[src/rtl/roc_encoder_pkg.sv]
// rtl/roc_encoder_pkg.sv - shared sizes and FSM encoding for the rank-order-coding encoder
//
// Default image geometry and the encoder state type. The package is imported
// by the level priority encoder and by the top level.
package pa_SnnAccelerator;

    localparam int PIXEL_BITS = 8;
    localparam int IMAGE_SIZE = 256;
    localparam int M          = 8;
    localparam int NUM_LEVELS = 2**PIXEL_BITS;

    typedef enum logic [2:0] {
        LOAD,
        SEEK,
        SCAN,
        SETUP,
        WAIT_ACK_HI,
        WAIT_ACK_LO,
        FINISH
    } roc_state_t;

endpackage

[src/rtl/roc_level_prio_enc.sv]
// rtl/roc_level_prio_enc.sv - finds the highest populated pixel level strictly below a ceiling
//
// Ports:
//   bitmap  : one bit per pixel level, set when the image holds that level
//   ceiling : exclusive upper bound; 2**LVL_BITS searches the whole bitmap
//   found   : a populated level below the ceiling exists
//   level   : highest such level (0 when found is low)
module roc_level_prio_enc
    import pa_SnnAccelerator::*;
#(
    parameter int LVL_BITS = PIXEL_BITS
) (
    input  logic [2**LVL_BITS-1:0] bitmap,
    input  logic [LVL_BITS:0]      ceiling,
    output logic                   found,
    output logic [LVL_BITS-1:0]    level
);

    // Ascending scan: the last qualifying bit written wins, giving the highest level.
    always_comb begin
        found = 1'b0;
        level = '0;
        for (int i = 0; i < 2**LVL_BITS; i++) begin
            if (bitmap[i] && ((LVL_BITS+1)'(i) < ceiling)) begin
                found = 1'b1;
                level = LVL_BITS'(i);
            end
        end
    end

endmodule

[src/rtl/roc_encoder.sv]
// rtl/roc_encoder.sv - buffers one image and emits AER events brightest-first, ties by index
//
// Ports:
//   CLK, RST           : clock, asynchronous active-low reset
//   PIX_DATA/VALID/READY : pixel stream, pixels in index order
//   THR_LEVEL          : minimum emitted level, captured with pixel 0
//   AER_ADDR/REQ/ACK   : 4-phase AER output; ACK is asynchronous to CLK
//   BUSY               : image loaded or being encoded
//   DONE               : one-cycle pulse after the last handshake of an image
//   EVT_COUNT          : events emitted for the current image
module roc_encoder #(
    parameter int         PIXEL_BITS = pa_SnnAccelerator::PIXEL_BITS,
    parameter int         IMAGE_SIZE = pa_SnnAccelerator::IMAGE_SIZE,
    parameter int         M          = pa_SnnAccelerator::M,
    parameter logic [1:0] EVT_TYPE   = 2'b00,
    parameter int         ADDR_SETUP = 2
) (
    input  logic                  CLK,
    input  logic                  RST,
    input  logic [PIXEL_BITS-1:0] PIX_DATA,
    input  logic                  PIX_VALID,
    output logic                  PIX_READY,
    input  logic [PIXEL_BITS-1:0] THR_LEVEL,
    output logic [M+1:0]          AER_ADDR,
    output logic                  AER_REQ,
    input  logic                  AER_ACK,
    output logic                  BUSY,
    output logic                  DONE,
    output logic [M:0]            EVT_COUNT
);
    import pa_SnnAccelerator::*;

    localparam int           LEVELS   = 2**PIXEL_BITS;
    localparam int           SW       = (ADDR_SETUP > 1) ? $clog2(ADDR_SETUP) : 1;
    localparam logic [M-1:0] LAST_IDX = M'(IMAGE_SIZE-1);

    roc_state_t            state, state_nx;
    logic                  ack_m, ack_s;
    logic [PIXEL_BITS-1:0] pix_buf [IMAGE_SIZE];
    logic [LEVELS-1:0]     bitmap;
    logic [M-1:0]          wr_idx, rd_idx;
    logic [PIXEL_BITS-1:0] thr;
    logic [PIXEL_BITS:0]   cur_level;
    logic [SW-1:0]         setup_cnt;
    logic                  enc_found;
    logic [PIXEL_BITS-1:0] enc_level;
    logic                  pix_acc, hit, seek_go, setup_done;

    roc_level_prio_enc #(.LVL_BITS(PIXEL_BITS)) u_prio (
        .bitmap  (bitmap),
        .ceiling (cur_level),
        .found   (enc_found),
        .level   (enc_level)
    );

    assign PIX_READY  = (state == LOAD);
    assign pix_acc    = PIX_VALID && (state == LOAD);
    assign hit        = ({1'b0, pix_buf[rd_idx]} == cur_level);
    // Level 0 is a "dark" pixel and never produces an event, whatever the threshold.
    assign seek_go    = enc_found && (enc_level >= thr) && (enc_level != '0);
    assign setup_done = (setup_cnt == SW'(ADDR_SETUP-1));

    always_ff @(posedge CLK or negedge RST) begin
        if (!RST) state <= LOAD;
        else      state <= state_nx;
    end

    always_comb begin
        state_nx = state;
        case (state)
            LOAD:        if (pix_acc && (wr_idx == LAST_IDX)) state_nx = SEEK;
            SEEK:        state_nx = seek_go ? SCAN : FINISH;
            SCAN: begin
                if (hit)                       state_nx = SETUP;
                else if (rd_idx == LAST_IDX)   state_nx = SEEK;
            end
            SETUP:       if (setup_done) state_nx = WAIT_ACK_HI;
            WAIT_ACK_HI: if (ack_s)      state_nx = WAIT_ACK_LO;
            WAIT_ACK_LO: if (!ack_s)     state_nx = (rd_idx == LAST_IDX) ? SEEK : SCAN;
            FINISH:      state_nx = LOAD;
            default:     state_nx = LOAD;
        endcase
    end

    // Pixel store carries no reset: its contents are always rewritten before use.
    always_ff @(posedge CLK) begin
        if (pix_acc) pix_buf[wr_idx] <= PIX_DATA;
    end

    always_ff @(posedge CLK or negedge RST) begin
        if (!RST) begin
            ack_m     <= 1'b0;
            ack_s     <= 1'b0;
            bitmap    <= '0;
            wr_idx    <= '0;
            rd_idx    <= '0;
            thr       <= '0;
            cur_level <= '0;
            setup_cnt <= '0;
            AER_ADDR  <= '0;
            AER_REQ   <= 1'b0;
            BUSY      <= 1'b0;
            DONE      <= 1'b0;
            EVT_COUNT <= '0;
        end else begin
            ack_m <= AER_ACK;
            ack_s <= ack_m;
            DONE  <= 1'b0;
            case (state)
                LOAD: if (pix_acc) begin
                    bitmap[PIX_DATA] <= 1'b1;
                    wr_idx <= (wr_idx == LAST_IDX) ? '0 : wr_idx + 1'b1;
                    if (wr_idx == '0) begin
                        thr       <= THR_LEVEL;
                        BUSY      <= 1'b1;
                        EVT_COUNT <= '0;
                    end
                    if (wr_idx == LAST_IDX) cur_level <= (PIXEL_BITS+1)'(LEVELS);
                end
                SEEK: begin
                    if (seek_go) begin
                        cur_level <= {1'b0, enc_level};
                        rd_idx    <= '0;
                    end else begin
                        BUSY <= 1'b0;
                        DONE <= 1'b1;
                    end
                end
                SCAN: begin
                    if (hit) begin
                        AER_ADDR  <= {EVT_TYPE, rd_idx};
                        setup_cnt <= '0;
                    end else if (rd_idx != LAST_IDX) begin
                        rd_idx <= rd_idx + 1'b1;
                    end
                end
                SETUP: begin
                    if (setup_done) AER_REQ   <= 1'b1;
                    else            setup_cnt <= setup_cnt + 1'b1;
                end
                WAIT_ACK_HI: if (ack_s) begin
                    AER_REQ   <= 1'b0;
                    EVT_COUNT <= EVT_COUNT + 1'b1;
                end
                WAIT_ACK_LO: if (!ack_s && (rd_idx != LAST_IDX)) rd_idx <= rd_idx + 1'b1;
                FINISH:      bitmap <= '0;
                default:     ;
            endcase
        end
    end

endmodule
[config.mk]
export PLATFORM = sky130hd
export DESIGN_NAME = roc_encoder
export DESIGN_NICKNAME = d
export VERILOG_FILES = /design/src/rtl/roc_encoder_pkg.sv /design/src/rtl/roc_level_prio_enc.sv /design/src/rtl/roc_encoder.sv
export SDC_FILE = /design/constraint.sdc
export NUM_CORES = 2
export LEC_CHECK = 0
export ABC_AREA = 1
export CAP_MARGIN = 40
export CORE_AREA = 2 2 358 714
export CTS_BUF_LIST = sky130_fd_sc_hd__clkbuf_4 sky130_fd_sc_hd__clkbuf_8
export CTS_CLUSTER_DIAMETER = 150
export DETAILED_ROUTE_END_ITERATION = 8
export DIE_AREA = 0 0 360 716
export PLACE_DENSITY_LB_ADDON = 0.1
export SLEW_MARGIN = 10
export SYNTH_ARGS = -nofsm -noshare
export SYNTH_HDL_FRONTEND = slang
export SYNTH_SLANG_ARGS = --single-unit
[constraint.sdc]
create_clock -name CLK -period 13.17 [get_ports CLK]
set_input_delay 1.317 -clock CLK [delete_from_list [all_inputs] [get_ports CLK]]
set_output_delay 1.317 -clock CLK [all_outputs]
set_load 0.01 [all_outputs]
==> flow_summary.yaml <==
drt:
  drc: 0
  drtPass1Iterations: 7
  antenna_left: 0
  wirelength_um: 393000
  drtIter0Drc: 6214
  wl_per_cell_um: 29.8
  vias_per_cell: 5.71
  num_vias: 75478
sta:
  max_freq_mhz: 72.3
  slew_headroom: 0.336
  worst_slack_ns: -0.666
  rsz0062_at_grt: "yes"
  setup_viol: 20
  finalHoldViolCount: 0
  period_needed_ns: 13.84
  period_share: 1.05
  finalClockSkew_ns: 0.0797
  slew_violations: 0
  worst_pin_slew_ns: 0.987
logic_synthesis:
  yosysWarnings: 0
  yosys.cell_types.count: 54
  yosysTopAreaCell: "edfxtp_1"
  syn_avg_cell_area_sq_um: 10.8
  synth-seq-area-share: 0.690
  synth_top_area_share: 0.612
  syn-instance-count: 9278
  async_reset_ff_frac: 0.133
  netlist_top_cells_area: "edfxtp_1, nor2_1, dfrtp_1"
  synth_area_sq_um: 101000
  synth_flop_cell: "edfxtp_1"
  synth-edff-count: 2048
  ys_seq_elements: 2363
clock_network:
  cts_max_path_buffers: 4
  cts_made_buffers: 354
  worstSkewPairLatency_ns: 1.02
  path_clk_slew_ns: 0.07
  cts-htree-levels: 5
  cts_hold_buf: 0
  cts_tree: "done"
  clkSinkCount: 2363
  root_buffer: "clkbuf_8"
pwr:
  cellPowerDensity_nw_per_um2: 200
  irDropWorstVdd_mv: 0.0968
  p_int_mw: 14.0
  p_clk_frac: 0.270
  power.share.switching: 0.393
  combPwrFrac: 0.357
  power_leakage_nw: 40.9
  p_sw_mw: 9.05
  seqPwrFrac: 0.373
place:
  dp_hpwl_um: 257000
  port_buffers: 40
  placed_cells: 12556
  pre_cts_slack_ns: -0.816
  gp_congestion: 1.01
cells_and_area:
  area_growth_pct: 14.2
  final_util: 0.455
  final_common_cell: "nor2_1"
  nets: 9680
  final_cell_mix: "nor2_1, edfxtp_1, o21ai_0"
  fin_cells: 13217
  drive_gt1_frac: 0.123
  multiInputGateArea_sq_um: 27100
  fill_cells: 23715
  seq_area_sq_um: 69400
die:
  coreArea_sq_um: 252000
  die_area_sq_um: 258000
  num_rows: 261
  die_y_um: 716
  io_pins: 43
  dieWidth_um: 360
  start_util: 0.398
global_routing:
  grt_pass1_wl_um: 553000
  gr-max-usage-layer: "met2"
  overflow: 0
  grt_usage: 0.299
  met3_usage: 0.0409
  grt_max_degree: 158
  use_met2: 0.547
  antenna_found_initial: 11
  met1_usage: 0.307
  grt_pass1_vias: 75320
setup_path:
  critPathCaptureType: "flip-flop"
  cpPeakStageDelay_ns: 0.47
  crit_path_top_delay_cell: "dfrtp_2"
  path_class: "flip-flop to flip-flop"
  path_max_fanout: 8
  crit_top_cell: "nand2_1"
  arrival_ns: 14.73
  cp.required_ns: 14.07
  start_kind: "flip-flop"
run_status:
  outcome: "finished with violations"
  violations: "setup timing"
job:
  drv_cap: 0
worst_hold_path:
  hold_class: "primary input to asynchronous set/reset pin"
-- critical path: cells and delay by family, from the launching register on --
kind / cells / cell delay [ns]
fa+ha+maj: 1 / 0.30
flops: 1 / 0.47
buf+inv: 11 / 1.08
compound gates: 52 / 7.31
simple gates: 52 / 4.58
-- kinds of logic after synthesis --
kind of cell,after synthesis,synth area share
other cells,1,0.0000373
flops,2363,0.690
mux,1,0.000112
fa+ha+maj,14,0.00174
compound gates,2632,0.143
simple gates,3102,0.121
xor+xnor,8,0.000697
buf+inv,1157,0.0434
-- area by class of cell --
| cell class | instances | share of cell area |
|---|---|---|
| flip-flops and latches | 2363 | 0.605 |
| multi-input cells | 5759 | 0.236 |
| clock buffers | 480 | 0.0519 |
| repair buffers | 581 | 0.0425 |
| well taps | 3287 | 0.0358 |
| inverters | 587 | 0.0194 |
| clock inverters | 150 | 0.00946 |
| diodes | 10 | 0.000218 |
-- sequential cells by signal (all words and copies together) (netlist names), 3 cells and up --
register   flops
pix_buf     2048
bitmap       256
EVT_COUNT      9
cur_level      9
AER_ADDR       8
rd_idx         8
thr            8
wr_idx         8
state          3
-- per-stage QoR --
stage	instance area (sq um)	power [mW]	setup TNS, ns	hold WS [ns]
finish	115000	23.0	-12.22	0.288
global route	115000	23.9	-45.40	0.342
CTS	115000	23.0	-7.28	0.263
detailed placement	107000	16.7	-15.87	0.343
global placement	106000	16.6	-33.74	0.345
floorplan	101000	12.9	0	0.331
-- power groups by stage --
stage | sequential, mW | combinational (mW) | clock (mW)
after global routing | 8.59 | 8.74 | 6.61
final | 8.57 | 8.21 | 6.21
after detailed placement | 8.72 | 7.96 | 0
after global placement | 8.72 | 7.92 | 0
after CTS | 8.57 | 8.06 | 6.33
after floorplan | 8.64 | 4.25 | 0
-- worst paths after layout --
path / depth (start not counted) / from / endpoint / slack, ns
max: 116 / cur_level[4] / rd_idx[7] / -0.67
min: 1 / RST / bitmap[150] / 0.29
max reg2reg: 116 / cur_level[4] / rd_idx[7] / -0.67
min reg2reg: 0 / ack_m / ack_s / 0.35
max in group asynchronous: 3 / RST / bitmap[37] / 10.67
min in group CLK: 0 / ack_m / ack_s / 0.35
-- cell usage after synthesis (34+ instances only) --
| cell type | count |
|---|---|
| nand3_1 | 53 |
| a21oi_1 | 370 |
| dfrtp_1 | 315 |
| o32ai_1 | 34 |
| inv_1 | 569 |
| clkbuf_1 | 547 |
| o21ai_0 | 1471 |
| nand2_1 | 715 |
| o22ai_1 | 647 |
| nor2_1 | 2115 |
| nor3_1 | 132 |
| edfxtp_1 | 2048 |
-- per-layer routing --
layer | wire (um) | part of all wire
met1 | 133000 | 0.34
met2 | 205000 | 0.52
met3 | 19500 | 0.050
met4 | 35600 | 0.091
met5 | 13 | 0.000033
-- repair_timing --
item / CTS / global route
pin swaps: 13 / 4
buffers inserted: 14 / 0
resized for setup: 32 / 10
setup endpoints to repair: 20 / 20
Power figures use the tool's default switching activity.
